--- src/rtl/lstm_cell_update.sv ---
// lstm_cell_update: serial LSTM cell-state / hidden-output update with per-cell state memory.
// lstm_tanh_pwl is the combinational tanh used by the TNH step. It is a piecewise-linear, odd-symmetric curve:
//   |x| <  0.5  : y = |x|
//   |x| <  1.0  : y = |x|/2  + 0.25
//   |x| <  2.0  : y = |x|/8  + 0.625
//   |x| <  4.0  : y = |x|/16 + 0.75
//   otherwise   : y = 1.0
// The sign of x is then reapplied to y.

module lstm_tanh_pwl #(
    parameter int WIDTH = 32,
    parameter int FRAC  = 24
) (
    input  logic signed [WIDTH-1:0] x,
    output logic signed [WIDTH-1:0] y
);
    localparam logic [WIDTH-1:0] HALF           = WIDTH'(1) << (FRAC - 1);
    localparam logic [WIDTH-1:0] QUARTER        = WIDTH'(1) << (FRAC - 2);
    localparam logic [WIDTH-1:0] ONE            = WIDTH'(1) << FRAC;
    localparam logic [WIDTH-1:0] TWO            = WIDTH'(2) << FRAC;
    localparam logic [WIDTH-1:0] FOUR           = WIDTH'(4) << FRAC;
    localparam logic [WIDTH-1:0] FIVE_EIGHTHS   = WIDTH'(5) << (FRAC - 3);
    localparam logic [WIDTH-1:0] THREE_QUARTERS = WIDTH'(3) << (FRAC - 2);

    logic [WIDTH-1:0] mag;
    logic [WIDTH-1:0] mag_y;

    // Evaluate the curve on the magnitude, then restore the sign.
    // The magnitude of the most negative input is 2**(WIDTH-1) as an unsigned value, which lands in the 1.0 segment.
    always_comb begin
        mag = x[WIDTH-1] ? -x : x;
        if (mag < HALF)
            mag_y = mag;
        else if (mag < ONE)
            mag_y = (mag >> 1) + QUARTER;
        else if (mag < TWO)
            mag_y = (mag >> 3) + FIVE_EIGHTHS;
        else if (mag < FOUR)
            mag_y = (mag >> 4) + THREE_QUARTERS;
        else
            mag_y = ONE;
        y = x[WIDTH-1] ? -$signed(mag_y) : $signed(mag_y);
    end
endmodule

// State table
//   state | meaning
//   IDLE  | waiting for i_start
//   FC    | p1 = f * c_prev
//   IG    | p2 = i * g
//   ADD   | c = p1 + p2, written back to the cell memory
//   TNH   | t = tanh(c)
//   OH    | h = o * t, result registers loaded
//   DONE  | o_valid pulse; a new start may be taken here
module lstm_cell_update #(
    parameter int WIDTH = 32,
    parameter int FRAC  = 24,
    parameter int NUM   = 8,
    parameter int ADDR  = 3
) (
    input  logic             clk,
    input  logic             rst,
    input  logic             i_start,
    input  logic [ADDR-1:0]  i_idx,
    input  logic             i_clr_state,
    input  logic [WIDTH-1:0] i_f,
    input  logic [WIDTH-1:0] i_i,
    input  logic [WIDTH-1:0] i_o,
    input  logic [WIDTH-1:0] i_g,
    output logic             o_busy,
    output logic             o_valid,
    output logic [ADDR-1:0]  o_idx,
    output logic [WIDTH-1:0] o_c,
    output logic [WIDTH-1:0] o_h
);
    typedef enum logic [2:0] {IDLE, FC, IG, ADD, TNH, OH, DONE} state_t;

    localparam logic signed [WIDTH-1:0] MAXV = {1'b0, {(WIDTH-1){1'b1}}};
    localparam logic signed [WIDTH-1:0] MINV = {1'b1, {(WIDTH-1){1'b0}}};

    state_t state;
    state_t state_next;

    logic signed [WIDTH-1:0]   f_r, i_r, o_r, g_r, c_prev;
    logic signed [WIDTH-1:0]   p1, p2, c_r, t_r;
    logic [ADDR-1:0]           idx_r;
    logic signed [WIDTH-1:0]   mem [NUM];

    logic signed [WIDTH-1:0]   mul_a, mul_b, mul_sat, sum_sat, tanh_y;
    logic signed [2*WIDTH-1:0] prod, prod_sh;
    logic signed [WIDTH:0]     sum;
    logic                      accept;

    assign o_busy  = (state == FC) || (state == IG) || (state == ADD) ||
                     (state == TNH) || (state == OH);
    assign o_valid = (state == DONE);
    assign accept  = ((state == IDLE) || (state == DONE)) && i_start;

    lstm_tanh_pwl #(.WIDTH(WIDTH), .FRAC(FRAC)) u_tanh (
        .x (c_r),
        .y (tanh_y)
    );

    // The single shared multiplier: operands are selected by state, then the product is scaled and saturated.
    // The saturating adder is also computed here.
    always_comb begin
        mul_a = '0;
        mul_b = '0;
        case (state)
            FC: begin
                mul_a = f_r;
                mul_b = c_prev;
            end
            IG: begin
                mul_a = i_r;
                mul_b = g_r;
            end
            OH: begin
                mul_a = o_r;
                mul_b = t_r;
            end
            default: ;
        endcase
        prod    = {{WIDTH{mul_a[WIDTH-1]}}, mul_a} * {{WIDTH{mul_b[WIDTH-1]}}, mul_b};
        prod_sh = prod >>> FRAC;
        if ((&prod_sh[2*WIDTH-1:WIDTH-1]) || (~|prod_sh[2*WIDTH-1:WIDTH-1]))
            mul_sat = prod_sh[WIDTH-1:0];
        else if (prod_sh[2*WIDTH-1])
            mul_sat = MINV;
        else
            mul_sat = MAXV;

        sum = {p1[WIDTH-1], p1} + {p2[WIDTH-1], p2};
        if (sum[WIDTH] == sum[WIDTH-1])
            sum_sat = sum[WIDTH-1:0];
        else if (sum[WIDTH])
            sum_sat = MINV;
        else
            sum_sat = MAXV;
    end

    // State register.
    always_ff @(posedge clk) begin
        if (rst)
            state <= IDLE;
        else
            state <= state_next;
    end

    // Next-state logic: a fixed walk from FC to DONE once a start has been accepted.
    always_comb begin
        state_next = state;
        case (state)
            IDLE:    state_next = i_start ? FC : IDLE;
            FC:      state_next = IG;
            IG:      state_next = ADD;
            ADD:     state_next = TNH;
            TNH:     state_next = OH;
            OH:      state_next = DONE;
            DONE:    state_next = i_start ? FC : IDLE;
            default: state_next = IDLE;
        endcase
    end

    // Operand latch, intermediate products and result registers.
    // A clear in the same cycle as a start makes the update see c_prev = 0.
    always_ff @(posedge clk) begin
        if (rst) begin
            f_r    <= '0;
            i_r    <= '0;
            o_r    <= '0;
            g_r    <= '0;
            c_prev <= '0;
            idx_r  <= '0;
            p1     <= '0;
            p2     <= '0;
            c_r    <= '0;
            t_r    <= '0;
            o_idx  <= '0;
            o_c    <= '0;
            o_h    <= '0;
        end else begin
            if (accept) begin
                f_r    <= i_f;
                i_r    <= i_i;
                o_r    <= i_o;
                g_r    <= i_g;
                idx_r  <= i_idx;
                c_prev <= i_clr_state ? '0 : mem[i_idx];
            end
            case (state)
                FC:  p1  <= mul_sat;
                IG:  p2  <= mul_sat;
                ADD: c_r <= sum_sat;
                TNH: t_r <= tanh_y;
                OH: begin
                    o_h   <= mul_sat;
                    o_c   <= c_r;
                    o_idx <= idx_r;
                end
                default: ;
            endcase
        end
    end

    // Cell-state memory: the write-back happens in ADD, and the bulk clear is honoured only while idle.
    always_ff @(posedge clk) begin
        if (rst) begin
            for (int k = 0; k < NUM; k++)
                mem[k] <= '0;
        end else if (state == ADD) begin
            mem[idx_r] <= sum_sat;
        end else if (!o_busy && i_clr_state) begin
            for (int k = 0; k < NUM; k++)
                mem[k] <= '0;
        end
    end
endmodule
--- config.mk ---
export PLATFORM = sky130hd
export DESIGN_NAME = lstm_cell_update
export DESIGN_NICKNAME = d
export VERILOG_FILES = /design/src/rtl/lstm_cell_update.sv
export SDC_FILE = /design/constraint.sdc
export NUM_CORES = 2
export LEC_CHECK = 0
export ABC_AREA = 1
export CAP_MARGIN = 40
export CORE_MARGIN = 10
export CORE_UTILIZATION = 58
export CTS_CLUSTER_SIZE = 25
export DETAILED_ROUTE_END_ITERATION = 12
export GPL_TIMING_DRIVEN = 1
export PLACE_DENSITY = 0.79
export REMOVE_ABC_BUFFERS = 1
export SETUP_SLACK_MARGIN = 0.1
export SYNTH_ARGS = -nofsm -noshare
export SYNTH_HDL_FRONTEND = slang
export SYNTH_SLANG_ARGS = --single-unit
--- constraint.sdc ---
create_clock -name clk -period 9.6 [get_ports clk]
set_input_delay 1.44 -clock clk [delete_from_list [all_inputs] [get_ports clk]]
set_output_delay 1.44 -clock clk [all_outputs]
set_load 0.05 [all_outputs]
==> metrics.cfg <==
[pwr]
leakagePower_nw=38.94
p_sw_mw=4.275
ir_worst_vdd_uv=165.7
power_frac_clock=0.279
power_density_nw_per_um2=134.4
switching_share=0.4224
seq_power_share=0.312
pwr-share-comb=0.409
intPower_mw=5.846

[worst_setup_path]
cp.required_ns=10.20
crit_arrival_ns=10.00
r2r_end=p2[2]
r2r_slack_ns=0.20
cp_slowest_cell=fa_1
r2r-start=state[2]
crit_top_cell=fa_1
ff2ff_path_depth=36
crit_path_end_kind=register
cp_slowest_stage_delay_ns=0.61
cp_max_fo=16
crit_type=register to register
setup.worst_path.start_class=register

[hold_path]
holdCritPathClass=register to register
hold_path_depth=2
hold_end=f_r[10]
min-delay-start=f_r[10]

[clocking]
clk_pin_slew_worst_paths_ns=0.06
cts_tree=built
cts_buffers=70
insertion_delay_ns=0.68
cts_hold_buffers=0
cts-root-buf=clkbuf_16
htreeDepth=3
cts_buffer_depth=3
cts_sinks=617

[final_layout]
drive_gt1_frac=0.05928
layout_commonest_cell=inv_1
regArea_um2=14920
fillers=9453
multiInputGateArea_um2=43970
finish.instance_area_um2=75330
nets=9850
final_cell_mix=1915 x inv_1, 1761 x nand2_1, 1077 x fa_1, 625 x nor2_1, 412 x a21oi_1
syn_to_final_growth_pct=11.76

[logic_synthesis]
avgSynthCellArea_um2=8.071
syn_area_um2=67400
synth_ff_type=dfxtp_1
synth_edf_count=256
synth-seq-cells=617
yosysWarnings=0
async_flop_share=0
synthTopCellsByArea=fa_1 32%, edfxtp_1 11%, dfxtp_1 11%
synth.top_cell.area_share=0.3214
synthCells=8351
synth_top_area_cell=fa_1
seq_area_frac_synth=0.2213
synth.distinct_cells=57

[grt]
antenna_found_initial=3
grtUsageTotal=0.3203
overflow=0
grt_max_degree=178
first_global_vias=58970
grt_pass1_wl_mm=328.3

[drt]
wl_per_cell_um=21.75
firstDrtPassIters=7
vias=57570
drc=0
drtIter0Drc=6511
antenna_left=0
routed_wirelength_mm=217.4
routed_via_density=5.760

[timing]
tightest_slew_ns=0.8907
maxSlewHeadroom=0.4048
tns_ns=0
hold_viol=0
period_needed_ns=9.395
setup_viol=0
drv_slew=0
finClkSkew_ns=0.07386
fmax_mhz=106.4
fin_crit_sh=0.9787

[flow_run]
drv_cap=0

[place]
portBuffers=203
placedInstanceArea_um2=71780
finalWeightedCongestion=1.018
dpl.hpwl_mm=161.1

[floorplan]
placementRows=125
die_w_um=360.9
core_area_um2=115700
pin_count=204
die_y_um=360.9
start_util=0.5824
dieArea_um2=130300

[outcome]
outcome=finished, final reports clean

==> state kept, by name, summed over array words and instances, names as in the netlist <==
register	count
state	3
mem	256
o_r	32
i_r	32
p2	32
o_idx	3
o_c	32
f_r	32
c_r	32
o_h	32
c_prev	32
p1	32
g_r	32
idx_r	3
t_r	32
==> timing repair <==
action                     in CTS  in global routing
resized for setup               0                111
buffers inserted                6                 38
pin swaps                       2                 18
cloned                          0                 16
setup endpoints to repair      93                 96
==> synthesized netlist by cell type, types with 9 or more instances <==
| library cell | n |
|---|---|
| a22oi_1 | 9 |
| a31oi_1 | 18 |
| nand3b_1 | 9 |
| o221ai_1 | 65 |
| nor3_1 | 16 |
| o211ai_1 | 61 |
| clkbuf_1 | 393 |
| buf_2 | 19 |
| inv_2 | 26 |
| inv_1 | 1919 |
| mux2i_1 | 32 |
| xnor2_1 | 35 |
| nand4_1 | 65 |
| a21oi_1 | 420 |
| buf_1 | 19 |
| o21a_1 | 112 |
| edfxtp_1 | 256 |
| nand2_1 | 1767 |
| nor2_1 | 630 |
| o32ai_1 | 32 |
| xor2_1 | 79 |
| nor2_2 | 13 |
| dfxtp_1 | 361 |
| nand2_2 | 13 |
| fa_1 | 1082 |
| ha_1 | 220 |
| o21ai_1 | 22 |
| buf_6 | 12 |
| o21ai_0 | 361 |
| nand3_1 | 219 |
==> worst max-delay path by stage <==
stage / from / slack, ns / end
2_1_floorplan: state[2] / -3.14 / p1[0]
3_3_place_gp: state[0] / 0.10 / p2[14]
3_5_place_dp: state[2] / 0.05 / p2[2]
4_1_cts: state[0] / 0.14 / p2[2]
5_1_grt: state[2] / -0.08 / p2[2]
6_report: state[2] / 0.20 / p2[2]
==> power groups by stage <==
stage          Clock (mW)  Combinational [mW]  Sequential [mW]
2_1_floorplan           0                2.15             3.18
3_3_place_gp            0                3.67             3.19
3_5_place_dp            0                3.76             3.20
4_1_cts              2.84                3.80             3.15
5_1_grt              2.94                4.39             3.18
6_report             2.82                4.14             3.16
==> final cells by class <==
type	instances	area share
Antenna cell	2	0.00006644
Clock buffer	98	0.02624
Clock inverter	29	0.006029
Inverter	1948	0.09730
Multi-Input combinational cell	5341	0.5837
Sequential cell	617	0.1980
Tap cell	1524	0.02531
Timing Repair Buffer	435	0.06335
==> per-stage QoR <==
step / total power, mW / hold WS [ns] / util / std cells / worst slack, ns
global placement: 6.860 / 0.4321 / 0.6164 / 9782 / 0.1038
detailed placement: 6.969 / 0.4383 / 0.6202 / 9805 / 0.05008
finish: 10.12 / 0.4422 / 0.6509 / 9994 / 0.2048
global route: 10.51 / 0.4633 / 0.6508 / 9992 / -0.07818
CTS: 9.792 / 0.4472 / 0.6416 / 9938 / 0.1428
floorplan: 5.331 / 0.4256 / - / 7905 / -3.143
==> layer usage <==
metal	routed length (um)	track usage	vias up	share of wire
li1	-	-	25300	-
met1	77320	0.3947	28010	0.36
met2	100700	0.5250	3415	0.46
met3	23750	0.06248	845	0.11
met4	15650	0.1848	4	0.072
met5	21	0	-	0.000097
==> cell families (layout without fill, tap and decap cells) <==
logic type      after synthesis  in the layout  synth area share
simple gates               2763           2763            0.1641
mux                          32             32          0.004752
flops                       617            617            0.2213
xor+xnor                    114            114           0.01481
other cells                   0              2                 0
buf+inv                    2394           2510            0.1352
fa+ha+maj                  1302           1302            0.3622
compound gates             1129           1130           0.09770
==> worst max-delay path: cells and delay by family (launching register included) <==
family | cells | cell delay [ns]
fa+ha+maj | 9 | 4.50
simple gates | 14 | 1.83
buf+inv | 8 | 1.36
compound gates | 5 | 1.26
flops | 1 | 0.37
No activity file was read; power rests on OpenSTA's default activity.
